==> config.mk <==
export PLATFORM = sky130hd
export DESIGN_NAME = dram_req_sched
export DESIGN_NICKNAME = d
export VERILOG_FILES = /design/src/rtl/dram_req_sched.sv
export SDC_FILE = /design/constraint.sdc
export NUM_CORES = 1
export LEC_CHECK = 0
export BUFFER_PORTS_ARGS = -buffer_cell sky130_fd_sc_hd__buf_2
export CORE_UTILIZATION = 45
export DETAILED_ROUTE_END_ITERATION = 8
export PLACE_DENSITY = 0.69
export SYNTH_ARGS = -nofsm -noshare
export SYNTH_HDL_FRONTEND = slang
export SYNTH_SLANG_ARGS = --single-unit
==> constraint.sdc <==
create_clock -name clk -period 6.2 [get_ports clk]
set_input_delay 0.62 -clock clk [delete_from_list [all_inputs] [get_ports clk]]
set_output_delay 0.62 -clock clk [all_outputs]
set_load 0.02 [all_outputs]
==> src/rtl/dram_req_sched.sv <==
// Row-hit-first request scheduler in front of the row-buffered DRAM model.
// Requests queue in age order; one request is outstanding at a time, and a starvation cap bounds reordering.
module dram_req_sched #(
    parameter int DEPTH      = 4,
    parameter int ROW_W      = 4,
    parameter int DATA_W     = 32,
    parameter int TAG_W      = 4,
    parameter int MAX_BYPASS = 2
) (
    input  logic              clk,
    input  logic              rst,
    input  logic              req_valid,
    output logic              req_ready,
    input  logic [ROW_W-1:0]  req_rno,
    input  logic [TAG_W-1:0]  req_tag,
    output logic              mem_valid,
    output logic [ROW_W-1:0]  mem_rno,
    input  logic              mem_done,
    input  logic [DATA_W-1:0] mem_y,
    output logic              rsp_valid,
    output logic [DATA_W-1:0] rsp_data,
    output logic [TAG_W-1:0]  rsp_tag,
    output logic              rsp_hit,
    output logic              busy
);
    localparam int CNT_W = $clog2(DEPTH + 1);
    localparam int IDX_W = $clog2(DEPTH);
    localparam int BYP_W = (MAX_BYPASS > 0) ? $clog2(MAX_BYPASS + 1) : 1;

    typedef enum logic [1:0] {S_IDLE, S_ISSUE, S_WAIT} state_t;

    state_t             state_q, state_d;
    logic [ROW_W-1:0]   rno_q [DEPTH];
    logic [ROW_W-1:0]   rno_d [DEPTH];
    logic [TAG_W-1:0]   tag_q [DEPTH];
    logic [TAG_W-1:0]   tag_d [DEPTH];
    logic [CNT_W-1:0]   count_q, count_d, cnt_mid;
    logic [ROW_W-1:0]   open_row_q, open_row_d;
    logic               open_vld_q, open_vld_d;
    logic [BYP_W-1:0]   bypass_q, bypass_d;
    logic [TAG_W-1:0]   lat_tag_q, lat_tag_d;
    logic               lat_hit_q, lat_hit_d;
    logic               mem_valid_q, mem_valid_d;
    logic [ROW_W-1:0]   mem_rno_q, mem_rno_d;
    logic               rsp_valid_q, rsp_valid_d;
    logic [DATA_W-1:0]  rsp_data_q, rsp_data_d;
    logic [TAG_W-1:0]   rsp_tag_q, rsp_tag_d;
    logic               rsp_hit_q, rsp_hit_d;
    logic               busy_q, busy_d;

    logic [IDX_W-1:0]   first_hit, sel_idx;
    logic               any_hit, sel_hit, enq;

    assign req_ready = (count_q < CNT_W'(DEPTH));
    assign enq       = req_valid && req_ready;

    // Oldest valid entry matching the open row; the cap forces the head once it has been overtaken enough.
    always_comb begin
        first_hit = '0;
        any_hit   = 1'b0;
        for (int i = DEPTH - 1; i >= 0; i--) begin
            if (open_vld_q && (CNT_W'(i) < count_q) && (rno_q[i] == open_row_q)) begin
                first_hit = IDX_W'(i);
                any_hit   = 1'b1;
            end
        end
        sel_idx = ((bypass_q == BYP_W'(MAX_BYPASS)) || !any_hit) ? '0 : first_hit;
        sel_hit = open_vld_q && (rno_q[sel_idx] == open_row_q);
    end

    always_comb begin
        state_d     = state_q;
        rno_d       = rno_q;
        tag_d       = tag_q;
        cnt_mid     = count_q;
        open_row_d  = open_row_q;
        open_vld_d  = open_vld_q;
        bypass_d    = bypass_q;
        lat_tag_d   = lat_tag_q;
        lat_hit_d   = lat_hit_q;
        mem_valid_d = 1'b0;
        mem_rno_d   = mem_rno_q;
        rsp_valid_d = 1'b0;
        rsp_data_d  = rsp_data_q;
        rsp_tag_d   = rsp_tag_q;
        rsp_hit_d   = rsp_hit_q;
        busy_d      = busy_q;

        case (state_q)
            S_IDLE: begin
                if (count_q != '0) begin
                    for (int i = 0; i < DEPTH - 1; i++) begin
                        if (IDX_W'(i) >= sel_idx) begin
                            rno_d[i] = rno_q[i+1];
                            tag_d[i] = tag_q[i+1];
                        end
                    end
                    cnt_mid     = count_q - CNT_W'(1);
                    bypass_d    = (sel_idx != '0) ? bypass_q + BYP_W'(1) : '0;
                    lat_tag_d   = tag_q[sel_idx];
                    lat_hit_d   = sel_hit;
                    open_row_d  = rno_q[sel_idx];
                    open_vld_d  = 1'b1;
                    mem_valid_d = 1'b1;
                    mem_rno_d   = rno_q[sel_idx];
                    busy_d      = 1'b1;
                    state_d     = S_ISSUE;
                end
            end
            S_ISSUE: begin
                // mem_done seen at this edge still belongs to the previous access.
                state_d = S_WAIT;
            end
            S_WAIT: begin
                if (mem_done) begin
                    rsp_valid_d = 1'b1;
                    rsp_data_d  = mem_y;
                    rsp_tag_d   = lat_tag_q;
                    rsp_hit_d   = lat_hit_q;
                    busy_d      = 1'b0;
                    state_d     = S_IDLE;
                end
            end
            default: state_d = S_IDLE;
        endcase

        if (enq) begin
            rno_d[cnt_mid[IDX_W-1:0]] = req_rno;
            tag_d[cnt_mid[IDX_W-1:0]] = req_tag;
        end
        count_d = cnt_mid + CNT_W'(enq);
    end

    always_ff @(posedge clk or posedge rst) begin
        if (rst) begin
            state_q     <= S_IDLE;
            rno_q       <= '{default: '0};
            tag_q       <= '{default: '0};
            count_q     <= '0;
            open_row_q  <= '0;
            open_vld_q  <= 1'b0;
            bypass_q    <= '0;
            lat_tag_q   <= '0;
            lat_hit_q   <= 1'b0;
            mem_valid_q <= 1'b0;
            mem_rno_q   <= '0;
            rsp_valid_q <= 1'b0;
            rsp_data_q  <= '0;
            rsp_tag_q   <= '0;
            rsp_hit_q   <= 1'b0;
            busy_q      <= 1'b0;
        end else begin
            state_q     <= state_d;
            rno_q       <= rno_d;
            tag_q       <= tag_d;
            count_q     <= count_d;
            open_row_q  <= open_row_d;
            open_vld_q  <= open_vld_d;
            bypass_q    <= bypass_d;
            lat_tag_q   <= lat_tag_d;
            lat_hit_q   <= lat_hit_d;
            mem_valid_q <= mem_valid_d;
            mem_rno_q   <= mem_rno_d;
            rsp_valid_q <= rsp_valid_d;
            rsp_data_q  <= rsp_data_d;
            rsp_tag_q   <= rsp_tag_d;
            rsp_hit_q   <= rsp_hit_d;
            busy_q      <= busy_d;
        end
    end

    assign mem_valid = mem_valid_q;
    assign mem_rno   = mem_rno_q;
    assign rsp_valid = rsp_valid_q;
    assign rsp_data  = rsp_data_q;
    assign rsp_tag   = rsp_tag_q;
    assign rsp_hit   = rsp_hit_q;
    assign busy      = busy_q;

endmodule

==> run_results.csv <==
group,metric,value,unit
floorplan,core-area,9330,sq um
detailed_routing,via_per_inst,5.07,
grt,grt_overflow,0,
worst_setup_path,cp.arrival,3.10,ns
floorplan,die_y,101,um
layout,drive_gt1_frac,0.263,
worst_setup_path,r2r_setup_slack,3.34,ns
clock_network,htreeDepth,3,
synth,syn_inst,458,
timing,finClkSkew,0.00940,ns
synth,synth.net_count,508,
place,dp_hpwl,6670,um
run_status,status,"completed",
clock_network,cts_setup_buffers,0,
pwr,pwr-share-clk,0.148,
timing,hold_viol_final,0,
grt,met2_usage,0.316,
grt,grt_pass1_wl,15600,um
clock_network,clock_insertion_delay_worst_skew,0.36,ns
floorplan,io_pins,89,
detailed_routing,antenna_left,0,
grt,grt_pass1_vias,3254,
synth,ys_types,54,
worst_setup_path,crit_path_end_kind,"register",
synth,synth_edf_count,0,
layout,syn_to_final_growth,17.4,%
detailed_routing,drt_pass1_iterations,4,
floorplan,num_rows,35,
worst_setup_path,cp_num_cells,8,
floorplan,die_w,101,um
worst_hold_path,min_path_type,"input port to async pin",
floorplan,initial_core_util,0.469,
worst_setup_path,cp-endpoint,"lat_hit_q",
place,placed_area,4890,sq um
clock_network,postCtsHoldBufs,0,
clock_network,clkSinkCount,89,
grt,use_met1,0.270,
pwr,leakagePower,2.62,nW
timing,fmax,350,MHz
grt,grt_max_degree,82,
worst_setup_path,cp_slowest_cell,"o22ai_2",
synth,ys.flop_type,"dfrtp_1",
detailed_routing,totalWireLength,9510,um
worst_setup_path,cp_slowest_stage_delay,0.63,ns
layout,stdcell_area,5130,sq um
worst_setup_path,reg2reg_depth,8,
worst_setup_path,path_buf_inv,0,
timing,rsz0062_at_grt,"false",
clock_network,cts_resized,0,
pwr,p_int,1.81,mW
detailed_routing,wire_per_inst,14.1,um
synth,ys_seq_elements,89,
pwr,switchingPower,1.47,mW
layout,n_fill_cell,858,
grt,grt-busiest-layer,"met2",
timing,slew_headroom,0.221,
flow_run,cap_violations,0,
pwr,sw_frac_of_total,0.449,
clock_network,cts_root_buf,"clkbuf_8",
clock_network,clockBufferDepth,2,
timing,tightest_slew,1.17,ns
synth,ys_warn_count,0,
worst_setup_path,r2r-start,"mem_rno[1]",
clock_network,clkSlewWorstSetupHoldPaths,0.10,ns
pwr,p_per_area,640,nW/um^2
detailed_routing,drtIter0Drc,130,
layout,nets,589,
worst_setup_path,startpoint,"mem_rno[1]",
layout,layout_commonest_cell,"nand2_1",
clock_network,cts_tree,"built",
detailed_routing,drc,0,
pwr,finalPower,3.28,mW
synth,avgSynthCellArea,9.55,sq um
clock_network,cts_buffers,9,
timing,tns,0,ns
worst_setup_path,worstPathRequired,6.44,ns
timing,final.period_utilization,0.461,
worst_setup_path,cp_top_family,"compound AO/OA/AOI/OAI gates",
grt,antenna_found_initial,0,
place,numPortBuffers,88,
worst_setup_path,crit_fanout,17,
floorplan,die_area,10100,sq um
pwr,ir_drop,0.289,mV
grt,grt_usage,0.199,
worst_setup_path,crit_chain,"xor2_2 -> nor4_4 -> a211oi_2 -> o22ai_2 -> a211oi_1 -> or3_2 -> nand4_1 -> o31ai_2",
layout,layout_common_cells,"nand2_1 (142), dfrtp_1 (89), buf_2 (88)",
worst_setup_path,worstSetupPathType,"register to register",
synth,async_reset_ff_frac,1.00,
timing,finalMaxSlewViolations,0,
worst_setup_path,r2r_end,"lat_hit_q",
layout,diodes,0,
grt,grt.met3_usage,0.0354,
timing,period_needed,2.86,ns
place,gp_congestion,0.966,
pwr,pwr-share-seq,0.334,
synth,netlist_area,4370,sq um
detailed_routing,vias,3413,
pwr,p_comb_frac,0.518,
synth,ys_seq_area_frac,0.509,
timing,setup_viol,0,
worst_setup_path,start_kind,"register",
-- kinds of logic after synthesis --
kind of cell,Yosys count,share of synthesized area
flip-flops,89,0.509
AO/OA/AOI/OAI,72,0.110
XOR/XNOR,19,0.0415
buffers and inverters,32,0.0363
multiplexers,35,0.0830
AND/OR/NAND/NOR,205,0.203
adder cells (fa/ha/maj),6,0.0172
-- cell type report --
cell class / count / area (sq um) / area share
clock buffers: 9 / 124 / 0.0241
inverters: 10 / 38.8 / 0.00756
clock inverters: 7 / 124 / 0.0241
well taps: 129 / 161 / 0.0314
repair buffers: 92 / 470 / 0.0916
flip-flops and latches: 89 / 2230 / 0.434
multi-input cells: 337 / 1990 / 0.387
-- through the flow --
step                instances  hold slack [ns]   util  setup slack, ns
floorplan                 458            0.439      -             3.27
global placement          657            0.450  0.524             3.44
detailed placement        657            0.457  0.524             3.35
CTS                       673            0.109  0.550             3.32
global route              673            0.116  0.550             3.11
finish                    673            0.123  0.550             3.34
-- cell usage after synthesis, types with 2 or more instances --
| cell | instances | area, sq um |
|---|---|---|
| nand2_1 | 142 | 533 |
| dfrtp_1 | 89 | 2230 |
| nor2_1 | 32 | 120 |
| mux2i_1 | 25 | 250 |
| a21oi_1 | 23 | 115 |
| o21ai_0 | 21 | 105 |
| clkbuf_1 | 12 | 45.0 |
| inv_1 | 10 | 37.5 |
| mux2_2 | 10 | 113 |
| xor2_1 | 10 | 87.6 |
| nand3_1 | 7 | 35.0 |
| xnor2_1 | 7 | 61.3 |
| ha_1 | 6 | 75.1 |
| a221oi_1 | 4 | 35.0 |
| buf_2 | 4 | 20.0 |
| buf_6 | 4 | 45.0 |
| a211oi_1 | 3 | 22.5 |
| nand2b_1 | 3 | 18.8 |
| o31ai_1 | 3 | 22.5 |
| a211oi_2 | 2 | 25.0 |
| a21boi_0 | 2 | 15.0 |
| nand3b_1 | 2 | 15.0 |
| nor3_1 | 2 | 10.0 |
| nor4_4 | 2 | 42.5 |
| o21ai_2 | 2 | 17.5 |
| o221a_2 | 2 | 22.5 |
| xor2_2 | 2 | 32.5 |
-- flip-flops by register name, indices dropped and copies added, names as in the netlist, 3 cells and up, named ones only --
| name | flops |
|---|---|
| rsp_data | 32 |
| rno_q | 12 |
| tag_q | 12 |
| mem_rno | 4 |
| count_q | 3 |
| lat_tag_q | 4 |
| rsp_tag | 4 |
-- how the worst min path moves through the flow --
stage | from | end | slack (ns) | cells past startpoint
after global placement | lat_tag_q[3] | rsp_tag[3] | 0.45 | 2
after CTS | rst | rsp_data[12] | 0.11 | 2
after floorplan | lat_hit_q | rsp_hit | 0.44 | 2
after detailed placement | rsp_data[31] | rsp_data[31] | 0.46 | 2
final | rst | rsp_data[2] | 0.12 | 2
after global routing | rst | rsp_data[12] | 0.12 | 2
-- power by group through the flow --
stage                     Sequential [mW]  Clock [mW]  Combinational, mW
final                                1.10       0.486               1.70
after floorplan                      1.19           0               1.20
after detailed placement             1.11           0               1.71
after CTS                            1.10       0.496               1.71
after global routing                 1.13       0.520               1.89
after global placement               1.10           0               1.66
-- worst register-to-register path, cell delays in order (launching register included) --
cell      delay, ns
dfrtp_1        0.51
xor2_2         0.24
nor4_4         0.36
a211oi_2       0.11
o22ai_2        0.63
a211oi_1       0.23
or3_2          0.48
nand4_1        0.12
o31ai_2        0.06
-- layer usage --
metal	up-vias	wire length, um
li1	1682	-
met1	1603	4610
met2	114	4110
met3	14	589
met4	0	191
met5	-	0
(Power assumes the default switching activity.)
